<file path="src/rtl/bshift_pkg.sv">
// bshift_pkg -- shared types and size helpers for the pipelined barrel shifter.
//   shift_mode_t : operation selector carried with each beat
//   shw_of()     : number of mux stages (= amount width) for a data width
//   ranks_of()   : number of register ranks (= latency in cycles)
package bshift_pkg;

  typedef enum logic [1:0] {
    ROR = 2'b00,
    ROL = 2'b01,
    SRL = 2'b10,
    SRA = 2'b11
  } shift_mode_t;

  function automatic int shw_of(input int width);
    return $clog2(width);
  endfunction

  function automatic int ranks_of(input int width, input int reg_every);
    return (shw_of(width) + reg_every - 1) / reg_every;
  endfunction

endpackage

</file>
<file path="src/rtl/bshift_stage.sv">
// bshift_stage -- one combinational mux stage of the barrel shifter.
// Applies a fixed 2^K shift/rotate when en is set, otherwise passes src through.
//   src       : operand entering this stage
//   mode      : ROR / ROL / SRL / SRA
//   en        : amount bit K of the beat
//   res       : operand leaving this stage
//   carry_src : carry entering this stage   (BSHIFT_CARRY_EN only)
//   carry_res : carry leaving this stage    (BSHIFT_CARRY_EN only)
// Optional feature macro: BSHIFT_CARRY_EN.
module bshift_stage
  import bshift_pkg::*;
#(
  parameter int WIDTH = 16,
  parameter int K     = 0
) (
  input  logic [WIDTH-1:0] src,
  input  shift_mode_t      mode,
  input  logic             en,
`ifdef BSHIFT_CARRY_EN
  input  logic             carry_src,
  output logic             carry_res,
`endif
  output logic [WIDTH-1:0] res
);

  localparam int S = 1 << K;

  logic [WIDTH-1:0] rot_r, rot_l, shr;
  logic [S-1:0]     fill;

  assign rot_r = {src[S-1:0], src[WIDTH-1:S]};
  assign rot_l = {src[WIDTH-S-1:0], src[WIDTH-1:WIDTH-S]};
  assign fill  = (mode == SRA) ? {S{src[WIDTH-1]}} : '0;
  assign shr   = {fill, src[WIDTH-1:S]};

  always_comb begin
    res = src;
    if (en) begin
      unique case (mode)
        ROR:     res = rot_r;
        ROL:     res = rot_l;
        default: res = shr;
      endcase
    end
  end

`ifdef BSHIFT_CARRY_EN
  // The last active stage decides the carry. For right shifts and ROR the bit
  // that leaves (and for ROR lands in the MSB) is src[S-1]; after the earlier,
  // smaller shifts that is original bit n-1. For ROL the bit landing in the
  // LSB is src[W-S].
  always_comb begin
    carry_res = carry_src;
    if (en) carry_res = (mode == ROL) ? src[WIDTH-S] : src[S-1];
  end
`endif

endmodule

</file>
<file path="src/rtl/bshifter_pipe.sv">
// bshifter_pipe -- parametrised, elastic, pipelined barrel shifter.
// log2(WIDTH) mux stages, a register rank after every REG_EVERY stages and
// after the last; amount and mode travel with the data.
//   clk, rst_n          : clock, asynchronous active-low reset
//   in_valid/in_ready   : input handshake; in_data, in_amt, in_mode sampled on accept
//   out_valid/out_ready : output handshake; out_data (and out_carry) held while stalled
//   out_carry           : last bit shifted out (BSHIFT_CARRY_EN only)
// Latency RANKS cycles: a beat accepted at edge e is visible after edge e+RANKS-1.
// Optional feature macro: BSHIFT_CARRY_EN.
module bshifter_pipe
  import bshift_pkg::*;
#(
  parameter int WIDTH     = 16,
  parameter int REG_EVERY = 1
) (
  input  logic                     clk,
  input  logic                     rst_n,
  input  logic                     in_valid,
  output logic                     in_ready,
  input  logic [WIDTH-1:0]         in_data,
  input  logic [$clog2(WIDTH)-1:0] in_amt,
  input  logic [1:0]               in_mode,
  output logic                     out_valid,
  input  logic                     out_ready,
  output logic [WIDTH-1:0]         out_data
`ifdef BSHIFT_CARRY_EN
  ,
  output logic                     out_carry
`endif
);

  localparam int SHW   = shw_of(WIDTH);
  localparam int RANKS = ranks_of(WIDTH, REG_EVERY);

  // rank registers
  logic [RANKS-1:0]            vld_pipe;
  logic [RANKS-1:0][WIDTH-1:0] rank_data;
  logic [RANKS-1:0][SHW-1:0]   rank_amt;
  logic [RANKS-1:0][1:0]       rank_mode;

  // what each rank's stage group consumes (input port or previous rank)
  logic [RANKS-1:0]            head_valid;
  logic [RANKS-1:0][WIDTH-1:0] head_data;
  logic [RANKS-1:0][SHW-1:0]   head_amt;
  logic [RANKS-1:0][1:0]       head_mode;
  logic [RANKS-1:0][WIDTH-1:0] next_data;

  logic [SHW-1:0][WIDTH-1:0]   st_src, st_res;

  logic [RANKS-1:0]            load;
  logic                        tail_full;

`ifdef BSHIFT_CARRY_EN
  logic [RANKS-1:0]            rank_carry, head_carry, next_carry;
  logic [SHW-1:0]              st_carry_src, st_carry_res;
`endif

  for (genvar r = 0; r < RANKS; r++) begin : g_rank
    localparam int LAST = ((r + 1) * REG_EVERY < SHW) ? (r + 1) * REG_EVERY - 1 : SHW - 1;
    if (r == 0) begin : g_first
      assign head_valid[r] = in_valid;
      assign head_data[r]  = in_data;
      assign head_amt[r]   = in_amt;
      assign head_mode[r]  = in_mode;
`ifdef BSHIFT_CARRY_EN
      assign head_carry[r] = 1'b0;
`endif
    end else begin : g_next
      assign head_valid[r] = vld_pipe[r-1];
      assign head_data[r]  = rank_data[r-1];
      assign head_amt[r]   = rank_amt[r-1];
      assign head_mode[r]  = rank_mode[r-1];
`ifdef BSHIFT_CARRY_EN
      assign head_carry[r] = rank_carry[r-1];
`endif
    end
    assign next_data[r] = st_res[LAST];
`ifdef BSHIFT_CARRY_EN
    assign next_carry[r] = st_carry_res[LAST];
`endif
  end

  for (genvar k = 0; k < SHW; k++) begin : g_stage
    localparam int R = k / REG_EVERY;
    if (k % REG_EVERY == 0) begin : g_head
      assign st_src[k] = head_data[R];
`ifdef BSHIFT_CARRY_EN
      assign st_carry_src[k] = head_carry[R];
`endif
    end else begin : g_chain
      assign st_src[k] = st_res[k-1];
`ifdef BSHIFT_CARRY_EN
      assign st_carry_src[k] = st_carry_res[k-1];
`endif
    end

    bshift_stage #(.WIDTH(WIDTH), .K(k)) u_stage (
      .src       (st_src[k]),
      .mode      (shift_mode_t'(head_mode[R])),
      .en        (head_amt[R][k]),
`ifdef BSHIFT_CARRY_EN
      .carry_src (st_carry_src[k]),
      .carry_res (st_carry_res[k]),
`endif
      .res       (st_res[k])
    );
  end

  // Rank r may load when it or any rank downstream of it has a hole, or when
  // the consumer takes the head beat. Written as a suffix-AND rather than a
  // ready chain so no bit of load depends on another.
  always_comb begin
    load      = '0;
    tail_full = 1'b1;
    for (int r = RANKS - 1; r >= 0; r--) begin
      tail_full = tail_full & vld_pipe[r];
      load[r]   = out_ready | ~tail_full;
    end
  end

  assign in_ready = load[0];

  always_ff @(posedge clk or negedge rst_n) begin
    if (!rst_n) begin
      vld_pipe   <= '0;
      rank_data  <= '0;
      rank_amt   <= '0;
      rank_mode  <= '0;
`ifdef BSHIFT_CARRY_EN
      rank_carry <= '0;
`endif
    end else begin
      for (int r = 0; r < RANKS; r++) begin
        if (load[r]) begin
          vld_pipe[r]   <= head_valid[r];
          rank_data[r]  <= next_data[r];
          rank_amt[r]   <= head_amt[r];
          rank_mode[r]  <= head_mode[r];
`ifdef BSHIFT_CARRY_EN
          rank_carry[r] <= next_carry[r];
`endif
        end
      end
    end
  end

  assign out_valid = vld_pipe[RANKS-1];
  assign out_data  = rank_data[RANKS-1];
`ifdef BSHIFT_CARRY_EN
  assign out_carry = rank_carry[RANKS-1];
`endif

  // amount/mode of the final rank have no further stage to steer
  logic unused_tail;
  assign unused_tail = ^{rank_amt[RANKS-1], rank_mode[RANKS-1]};

endmodule

</file>
<file path="config.mk">
export PLATFORM = sky130hd
export DESIGN_NAME = bshifter_pipe
export DESIGN_NICKNAME = d
export VERILOG_FILES = /design/src/rtl/bshift_pkg.sv /design/src/rtl/bshift_stage.sv /design/src/rtl/bshifter_pipe.sv
export SDC_FILE = /design/constraint.sdc
export NUM_CORES = 1
export LEC_CHECK = 0
export CORE_MARGIN = 1.5
export CORE_UTILIZATION = 24
export DETAILED_ROUTE_END_ITERATION = 10
export SLEW_MARGIN = 20
export SYNTH_ARGS = -nofsm -noshare
export SYNTH_HDL_FRONTEND = slang
export SYNTH_SLANG_ARGS = --single-unit
export TNS_END_PERCENT = 100
</file>
<file path="constraint.sdc">
create_clock -name clk -period 1.97 [get_ports clk]
set_input_delay 0.197 -clock clk [delete_from_list [all_inputs] [get_ports clk]]
set_output_delay 0.197 -clock clk [all_outputs]
set_load 0.01 [all_outputs]
</file>
-- After elaboration in Yosys (flattened, before gate mapping)
Index checks and enable logic that the tools add are counted.
- bits in registers: 86
- bits of input ports: 26
- eq/ne operators: 8
- muxes and demuxes: 12
- bitwise logic cells: 11
- reduce and logical (&&, ||, !) cells: 5
- operators by type and width (operator ; number):
    one-hot mux 16 bit (2 select lines) ; 3
    two-way mux 16 bit ; 5
    == test 2 x 1 -> 1 bit (second input constant) ; 4
    == test 2 bit (second input constant) ; 4
    logical NOT 2 bit ; 4
    two-way mux 8 bit ; 1
    two-way mux 4 bit ; 1
    NOT 1 bit ; 4
    bitwise OR 1 bit ; 4
    bitwise AND 1 bit ; 3
    two-way mux 2 bit ; 1
    OR reduction 2 bit ; 1
    two-way mux 1 bit ; 1

-- Depth between registers and ports, before layout
Gate-level depths: netlist of run 1.
- word-level depth: 5
- mapped depth: 6
- depth with buffers taken out: 4

-- By module
Synthesis of run 1 repeated with hierarchy kept, for this count alone.
- cells, all modules: 434
- area, all modules: 4916.0 um2
- by module, submodules not included (module ; times used ; cells each ; area each (um2) ; sequential area each (um2)):
    bshifter_pipe ; 1 ; 174 ; 3042.9 ; 2001.9
    bshift_stage at g_stage[2].u_stage ; 1 ; 73 ; 553.0 ; 0.0
    bshift_stage at g_stage[1].u_stage ; 1 ; 75 ; 551.8 ; 0.0
    bshift_stage at g_stage[0].u_stage ; 1 ; 74 ; 479.2 ; 0.0
    bshift_stage at g_stage[3].u_stage ; 1 ; 38 ; 289.0 ; 0.0

-- Worst setup path before layout of run 1
OpenSTA, ideal clock, no wires.
- path kind: reg-to-reg
- start point: register vld_pipe[3]
- end point: register rank_amt, in the netlist head_amt[5]
- setup time: 125 ps
- arrival time: 1444 ps
- required time: 1845 ps
- slack: 401 ps
- stages on the path, launching flop included: 7
- path buffers: 2
- clock period less this slack: 1569 ps
- cell sequence: dfrtp_1 -> and4b_1 -> buf_6 -> and2_4 -> buf_6 -> inv_4 -> mux2_2
- longest elaborated chain between the ends: 5
- ends and longest elaborated chain (element ; line ; RTL):
    from (decl) ; bshifter_pipe.sv:36 ; logic [RANKS-1:0] vld_pipe;
    from (signal, indexed assignment) ; bshifter_pipe.sv:135 ; vld_pipe[r] <= head_valid[r];
    bitwise AND 1 bit (3 in series) ; bshifter_pipe.sv:116 ; tail_full = tail_full & vld_pipe[r];
    NOT 1 bit ; bshifter_pipe.sv:117 ; load[r] = out_ready | ~tail_full;
    bitwise OR 1 bit ; bshifter_pipe.sv:117 ;
    via in_ready ; bshifter_pipe.sv:19 ; output logic in_ready,
    to (signal, indexed assignment) ; bshifter_pipe.sv:137 ; rank_amt[r] <= head_amt[r];
    to (decl) ; bshifter_pipe.sv:38 ; logic [RANKS-1:0][SHW-1:0] rank_amt;
The timed path passes the listed nets, and every way through them passes these cells.
A chain may end at the register's enable or synchronous reset.

-- Final worst setup path of run 1
- start point: register vld_pipe[2]
- end point: output in_ready
- longest elaborated chain between the ends: 5
- ends and longest elaborated chain (element ; line):
    bitwise AND 1 bit (3 in series) ; bshifter_pipe.sv:116
    NOT 1 bit ; bshifter_pipe.sv:117
    bitwise OR 1 bit ; bshifter_pipe.sv:117
    to (decl) ; bshifter_pipe.sv:19
Every way passes these cells.

==> impl_metrics.csv, run 1 <==
group,metric,value,unit
critical_path,cpMaxStageDelayCell,"dfrtp_1",
die,die-area,18800,sq um
timing,drv_slew,0,
timing,rsz0062_at_grt,"no",
cells_and_area,fin_nets,523,
critical_path,crit_type,"reg2out",
critical_path,cp_cell_sequence,"and4b_2 > and2_4 > inv_4 > dlygate4sd2_1",
cells_and_area,diodes,0,
die,start_util,24.8,%
timing,setup-tns-final,0,ns
clock_network,post-cts-setup-buffer-count,0,
timing,setup_viol,0,
drt,via_per_inst,4.75,
placed_design,dp_hpwl,7400,um
drt,wl_per_cell,13.7,um
synth,synth-xor-area-share,0,%
placed_design,gp_congestion,0.789,
critical_path,crit_arrival,1.52,ns
synth,synthArstFlopShare,100,%
drt,first_pass_iters,5,
grt,grt_max_degree,42,
synth,synth_seq_cells,80,
cells_and_area,ff_latch_area,2000,sq um
clock_network,clk-insertion-delay-late,0.33,ns
drt,routed-wl-met3,356,um
synth,synth_nets,491,
clock_network,clkSinkCount,80,
die,ios,44,
drt,dr.max_layer_used,"met4",
placed_design,placedInstanceArea,5020,sq um
die,core.rowCount,48,
critical_path,slowest_delay,0.41,ns
timing,finalClockSkew,0.00502,ns
cells_and_area,fin_area,5360,sq um
synth,synthMuxAreaShare,5.03,%
drt,drtAntennaViolNets,0,
critical_path,cp_max_fo,5,
clock_network,cts-root-buf,"clkbuf_16",
power_and_ir_drop,power_per_cell_area,1080,nW/um^2
timing,slew_headroom,64.5,%
timing,period_share,87.3,%
critical_path,startpoint_type,"register",
cells_and_area,final.fill_count,1795,
synth,yosys.area_share.adder,0,%
cells_and_area,final_util,30.7,%
die,die_x,137,um
timing,worst_slew_pin_slew,0.533,ns
grt,grt.overflow.total,0,
cells_and_area,multi_input_area,2110,sq um
synth,synth_enable_flop_cells,0,
cells_and_area,layout_commonest_cell,"dfrtp_1",
cells_and_area,final_cell_mix,"dfrtp_1, o21ai_0, nand2_1",
drt,routed-via-count,3453,
clock_network,numCtsBuffers,9,
flow_run,drv_cap,0,
drt,drtIter0Drc,200,
hold_path,hold_path.class,"in2async",
synth,ys_warn_count,0,
clock_network,cts_tree,"yes",
timing,fin_crit,1.72,ns
clock_network,clockBufferDepth,2,
grt,grt_pass1_wl,17300,um
run_status,status,"finished clean",
synth,synth_sequential_area_ratio,46.3,%
cells_and_area,drive_gt1_share,9.76,%
timing,hold_violations,0,
grt,antenna_found_initial,0,
critical_path,worstSetupEndpointType,"output pin",
power_and_ir_drop,peakVddDrop,0.586,mV
power_and_ir_drop,p_leak,2.35,nW
die,dieHeight,137,um
cells_and_area,areaGrowthSynthToFinish,23.8,%
synth,synthSimpleGateAreaFrac,20.8,%
clock_network,cts.htree.levels,3,
timing,fmax,581,MHz
placed_design,io_buffers,43,
synth,synth_ff_type,"dfrtp_1",
synth,synth.distinct_cells,28,
critical_path,critical_path_required,1.77,ns
synth,synth_compound_gate_area_share,22.9,%
drt,met1_length,5120,um
synth,synthesis.area,4330,sq um
drt,drt-total-wl,9960,um
grt,track_usage,11.4,%
clock_network,clk_pin_slew,0.06,ns
grt,grt_pass1_vias,3375,
drt,drc,0,
synth,synth_top_family_by_area,"compound AO/OA/AOI/OAI gates",
die,core,17500,sq um
drt,wl_met2,4420,um
synth,postSynthCellCount,465,
synth,syn_area_per_cell,9.31,sq um
logic make-up after synthesis:
kind of cell	after synthesis
compound gates	153
simple gates	162
buf+inv	49
flops	80
mux	21
worst max-delay path: cells and delay by family (launching register included):
kind	cells	cell delay, ns
buffers and inverters	2	0.31
flip-flops	1	0.41
AND/OR/NAND/NOR	2	0.48
metal layers:
| layer | track usage (%) | up-vias |
|---|---|---|
| met5 | 0 | - |
| met1 | 16.0 | 1624 |
| li1 | - | 1754 |
| met2 | 17.3 | 68 |
| met3 | 2.94 | 7 |
| met4 | 2.98 | 0 |
report_power, final:
group	internal (mW)	leakage (nW)	switching (mW)	total [mW]
logic	0.782	1.24	0.746	1.53
clock network	1.18	0.165	0.637	1.81
registers	2.07	0.943	0.373	2.44
total	4.03	2.35	1.76	5.79
path summary, 6_finish.rpt:
| kind | start | endpoint | slack, ns | depth (start not counted) |
|---|---|---|---|---|
| max in group asynchronous | rst_n | head_data[29] | 1.00 | 3 |
| min in group clk | in_valid | vld_pipe[0] | 0.43 | 2 |
| worst max register to register | vld_pipe[2] | head_amt[5] | 0.44 | 5 |
| worst min register to register | head_mode[6] | head_mode[6] | 0.47 | 2 |
| worst min-delay path | rst_n | out_data[15] | 0.38 | 2 |
| worst max-delay path | vld_pipe[2] | in_ready | 0.25 | 4 |
sequential cells by signal, summed over array words and instances, names as in the netlist:
| name | count |
|---|---|
| head_data | 48 |
| out_data | 16 |
| head_amt | 6 |
| head_mode | 6 |
| vld_pipe | 4 |
layout make-up:
type | count | share of cell area (%)
multi-input combinational | 336 | 39.5
sequential | 80 | 37.4
timing repair buffer | 65 | 11.3
tap | 225 | 5.25
clock buffer | 11 | 4.72
clock inverter | 5 | 1.47
inverter | 5 | 0.397
per-stage QoR:
stage	total power, mW	hold slack [ns]	std cells	worst slack [ns]
floorplan	3.33	-0.0986	465	0.401
global placement	3.95	0.202	710	0.0420
detailed placement	4.02	0.212	710	0.0598
CTS	5.85	0.398	727	0.222
global route	6.17	0.453	727	0.193
finish	5.79	0.381	727	0.250
synth_stat cells (5+ instances only):
cell	n	area, sq um
dfrtp_1	80	2000
o21ai_0	70	350
nand2_1	59	221
and3b_1	42	368
a211oi_1	41	308
clkbuf_1	36	135
nor2_1	23	86.3
nand3_1	18	90.1
mux2i_1	15	150
o31ai_1	15	113
nand2b_1	14	87.6
a21o_1	8	60.1
a311oi_1	8	70.1
mux2_2	6	67.6
o211a_1	6	60.1
buf_2	5	25.0
timing repair:
| action | 4_1_cts | 5_1_grt |
|---|---|---|
| resized for setup | 2 | 0 |
| endpoints found under the hold margin | 39 | 0 |
| hold buffers | 1 | 0 |
| endpoints found under the setup margin | 1 | 0 |
Power figures use the tool's default switching activity.
==> run 2, diff against run 1 <==
- MAX_ROUTING_LAYER: default -> met4
==> run 2 against run 1 <==
Sequential cell count unchanged. Largest cell class unchanged. Non-clock buffer count did not move. Final area stayed put. Setup slack worse by 0.0087 ns. First-iteration DRC count rose by 13%.
==> impl_metrics.csv, run 2 (same netlist as run 1, synthesis figures left out) <==
group,metric,value,unit
grt,grt.overflow.total,0,
cells_and_area,ff_latch_area,2000,sq um
clock_network,numCtsBuffers,9,
cells_and_area,fin_nets,523,
die,die-area,18800,sq um
power_and_ir_drop,p_leak,2.35,nW
grt,grt_max_degree,42,
drt,drt-total-wl,9960,um
clock_network,clkSinkCount,80,
die,core,17500,sq um
drt,drtAntennaViolNets,0,
critical_path,crit_arrival,1.53,ns
timing,setup-tns-final,0,ns
clock_network,clk_pin_slew,0.06,ns
drt,routed-via-count,3449,
clock_network,cts.htree.levels,3,
cells_and_area,layout_commonest_cell,"dfrtp_1",
timing,worst_slew_pin_slew,0.532,ns
cells_and_area,diodes,0,
clock_network,post-cts-setup-buffer-count,0,
grt,grt_pass1_vias,3380,
drt,met1_length,5150,um
cells_and_area,largest_reg_flops,48,
grt,track_usage,11.7,%
power_and_ir_drop,power_per_cell_area,1080,nW/um^2
power_and_ir_drop,peakVddDrop,0.587,mV
placed_design,gp_congestion,0.800,
cells_and_area,final.fill_count,1795,
cells_and_area,fin_cells,727,
critical_path,cp-startpoint,"vld_pipe[2]",
drt,wl_met2,4390,um
timing,drv_slew,0,
timing,setup_ws,0.241,ns
grt,antenna_found_initial,0,
timing,holdWs,0.380,ns
clock_network,clk-insertion-delay-late,0.33,ns
clock_network,clockBufferDepth,2,
die,ios,44,
run_status,status,"finished clean",
critical_path,rr_startpoint,"vld_pipe[2]",
cells_and_area,multi_input_area,2110,sq um
hold_path,hold_path.class,"in2async",
timing,rsz0062_at_grt,"no",
cells_and_area,areaGrowthSynthToFinish,23.8,%
drt,routed-wl-met3,337,um
placed_design,place_inst,710,
clock_network,cts_tree,"yes",
timing,fmax,578,MHz
drt,drc,0,
placed_design,io_buffers,43,
die,start_util,24.8,%
critical_path,crit_type,"reg2out",
cells_and_area,fin_area,5360,sq um
critical_path,startpoint_type,"register",
drt,dr.max_layer_used,"met4",
timing,fin_crit,1.73,ns
flow_run,drv_cap,0,
timing,setup_viol,0,
die,dieHeight,137,um
grt,grt_pass1_wl,17300,um
die,core.rowCount,48,
die,die_x,137,um
critical_path,critical_path_required,1.77,ns
critical_path,cp_max_fo,5,
timing,slew_headroom,64.6,%
drt,first_pass_iters,5,
cells_and_area,drive_gt1_share,9.76,%
clock_network,cts-root-buf,"clkbuf_16",
placed_design,dp_slack,0.0598,ns
placed_design,dp_hpwl,7400,um
drt,via_per_inst,4.74,
timing,period_share,87.8,%
drt,drtIter0Drc,226,
drt,wl_per_cell,13.7,um
critical_path,worstSetupEndpointType,"output pin",
cells_and_area,final_cell_mix,"dfrtp_1, o21ai_0, nand2_1",
timing,finalClockSkew,0.00531,ns
placed_design,placedInstanceArea,5020,sq um
timing,hold_violations,0,
[run 2: repair_timing]
item	in CTS	in global routing
hold buffers	1	0
endpoints found under the setup margin	1	0
endpoints found under the hold margin	39	0
resized for setup	2	0
[run 2: final timing paths]
kind | end | slack [ns] | cells after the start
setup / recovery | in_ready | 0.24 | 4
hold / removal | out_data[15] | 0.38 | 2
setup reg to reg | head_amt[5] | 0.44 | 5
hold reg to reg | head_mode[6] | 0.47 | 2
max in group asynchronous | vld_pipe[1] | 0.99 | 3
min in group clk | vld_pipe[0] | 0.43 | 2
[run 2: layer usage]
metal | vias up | GRT usage, %
met5 | - | -
met1 | 1613 | 16.1
met3 | 7 | 2.72
met2 | 71 | 17.3
met4 | 0 | 2.98
li1 | 1758 | -
[run 2: layout make-up]
type / count / share of cell area, %
inverters: 5 / 0.397
repair buffers: 65 / 11.3
multi-input cells: 336 / 39.5
clock buffers: 11 / 4.72
well taps: 225 / 5.25
clock inverters: 5 / 1.47
flip-flops and latches: 80 / 37.4
[run 2: power by group]
part	total, mW	switching, mW	leakage (nW)	internal (mW)
Combinational	1.53	0.746	1.24	0.782
Sequential	2.44	0.373	0.943	2.07
Clock	1.81	0.639	0.165	1.18
[run 2: stage by stage]
step,util [%],power (mW)
6_report,30.7,5.79
5_1_grt,30.7,6.17
4_1_cts,30.7,5.85
3_5_place_dp,28.7,4.02
3_3_place_gp,28.7,3.95
2_1_floorplan,-,3.33
[run 2: critical path, cell delays in order (launching register included)]
cell and delay (ns):
dfrtp_1 0.41, and4b_2 0.30, and2_4 0.18, inv_4 0.05, dlygate4sd2_1 0.27
==> run 3, diff against run 2 <==
- SYNTH_HIERARCHICAL: default -> 1
==> run 3 against run 2 <==
Critical endpoint is now head_data[48]. Setup slack improved by 0.036 ns. Sequential cell count unchanged. Global-route usage decreased by 1.6 points. Sequential power increased by 3%. First-iteration DRC count decreased by 31%. Critical path depth decreased by 1.
==> impl_metrics.csv, run 3 <==
group,metric,value,unit
run_status,status,"finished clean",
power_and_ir_drop,peakVddDrop,0.508,mV
grt,track_usage,10.1,%
critical_path,rr_startpoint,"head_mode[5]",
placed_design,dp_hpwl,7390,um
cells_and_area,diodes,0,
critical_path,critical_path_required,2.19,ns
power_and_ir_drop,power_per_cell_area,1090,nW/um^2
cells_and_area,ff_latch_area,2000,sq um
cells_and_area,layout_commonest_cell,"dfrtp_1",
cells_and_area,fin_nets,489,
synth,synth_sequential_area_ratio,40.7,%
synth,synth.most_common_cell,"dfrtp_1",
timing,fmax,591,MHz
synth,netlist_top_cells_area,"dfrtp_1, mux2_2, nand4b_1, mux2_4, o221ai_2",
synth,synth_top_area_share,40.7,%
timing,fin_crit,1.69,ns
synth,synth.distinct_cells,31,
synth,synthArstFlopShare,100,%
drt,drtIter0Drc,156,
timing,period_share,86.0,%
drt,wl_per_cell,13.6,um
cells_and_area,areaGrowthSynthToFinish,20.0,%
grt,grt_max_degree,51,
grt,grt_pass1_vias,3218,
synth,synth_ff_type,"dfrtp_1",
critical_path,cp-startpoint,"head_mode[5]",
timing,setup_viol,0,
clock_network,cts.htree.levels,3,
cells_and_area,final_cell_mix,"dfrtp_1, mux2_2, inv_1",
synth,synthesis.area,4920,sq um
clock_network,numCtsBuffers,9,
die,core,20200,sq um
synth,synth_enable_flop_cells,0,
drt,drc,0,
drt,routed-via-count,3378,
cells_and_area,drive_gt1_share,29.5,%
placed_design,gp_congestion,0.799,
timing,setup-tns-final,0,ns
critical_path,crit_type,"reg2reg",
drt,drt-total-wl,10100,um
power_and_ir_drop,p_leak,2.48,nW
critical_path,worstSetupEndpointType,"register",
critical_path,cp_max_fo,18,
timing,drv_slew,0,
cells_and_area,multi_input_area,2450,sq um
critical_path,startpoint_type,"register",
die,die_x,146,um
cells_and_area,largest_reg_flops,48,
synth,ys_warn_count,6,
hold_path,hold_path.class,"in2async",
die,core.rowCount,52,
synth,synth_nets,460,
timing,hold_violations,0,
cells_and_area,final.fill_count,2094,
drt,drtAntennaViolNets,0,
cells_and_area,final_util,29.2,%
die,dieHeight,146,um
power_and_ir_drop,p_total,6.41,mW
placed_design,io_buffers,43,
clock_network,clockBufferDepth,2,
die,ios,44,
grt,antenna_found_initial,0,
drt,first_pass_iters,4,
critical_path,crit_arrival,1.92,ns
grt,grt.overflow.total,0,
critical_path,ff2ff_path_depth,3,
die,start_util,24.4,%
clock_network,post-cts-setup-buffer-count,0,
synth,syn_area_per_cell,11.3,sq um
timing,rsz0062_at_grt,"no",
synth,postSynthCellCount,434,
timing,worst_slew_pin_slew,0.529,ns
die,die-area,21400,sq um
synth,synth_seq_cells,80,
timing,finalClockSkew,0.00835,ns
clock_network,cts-root-buf,"clkbuf_16",
clock_network,clkSinkCount,80,
synth,synth_top_area_cell,"dfrtp_1",
synth,yosys-top-cells-count,"dfrtp_1, mux2_2, inv_1, nand2_1, nand4b_1",
flow_run,drv_cap,0,
clock_network,cts_tree,"yes",
clock_network,clk-insertion-delay-late,0.34,ns
drt,via_per_inst,4.58,
timing,slew_headroom,64.7,%
grt,grt_pass1_wl,16900,um
clock_network,clk_pin_slew,0.06,ns
[run 3: layout make-up]
cell class	instances	share of cell area, %
Sequential cell	80	33.9
Inverter	45	2.86
Clock inverter	6	1.57
Clock buffer	10	4.05
Multi-Input combinational cell	269	41.5
Timing Repair Buffer	58	10.3
Tap cell	270	5.73
[run 3: logic make-up after synthesis]
family	after synthesis	share of synthesized area (%)
buffers and inverters	85	9.42
and+or+nand+nor	118	15.1
muxes	91	22.3
DFF	80	40.7
AOI/OAI and AO/OA	60	12.4
[run 3: path summary, 6_finish.rpt]
path,endpoint,slack (ns)
max,head_data[48],0.28
min,head_data[34],0.34
max reg2reg,head_data[48],0.28
min reg2reg,vld_pipe[1],0.44
max in group asynchronous,out_data[10],1.01
min in group clk,vld_pipe[0],0.44
[run 3: through the flow]
stage / cell area [sq um] / std cells / hold slack [ns] / setup slack [ns]
detailed placement: 5560 / 721 / 0.175 / 0.0875
global placement: 5560 / 721 / 0.168 / 0.0683
global route: 5900 / 738 / 0.389 / 0.191
floorplan: 4920 / 434 / -0.0986 / 0.485
CTS: 5900 / 738 / 0.364 / 0.0122
finish: 5900 / 738 / 0.344 / 0.277
[run 3: critical path, stage by stage, from the launching register on]
cell	delay, ns
dfrtp_1	0.57
nor2b_4	0.47
o221ai_1	0.23
mux2_2	0.29
[run 3: timing repair]
| item | in CTS | in global routing |
|---|---|---|
| gates resized for setup | 0 | 1 |
| hold endpoints to repair | 30 | 0 |
| hold buffers | 1 | 0 |
| endpoints found under the setup margin | 0 | 1 |
[run 3: routing by layer]
| metal | wire length (um) | share of wire [%] | track usage [%] | vias up |
|---|---|---|---|---|
| met5 | 0 | 0 | - | - |
| met4 | 116 | 1.2 | 2.93 | 0 |
| met3 | 354 | 3.5 | 2.50 | 8 |
| met2 | 4700 | 47 | 15.0 | 62 |
| met1 | 4900 | 49 | 13.5 | 1663 |
| li1 | - | - | - | 1645 |
[run 3: power by group]
part | internal [mW] | switching [mW] | total [mW]
registers | 2.12 | 0.408 | 2.52
clock network | 1.15 | 0.670 | 1.82
logic | 1.21 | 0.851 | 2.07
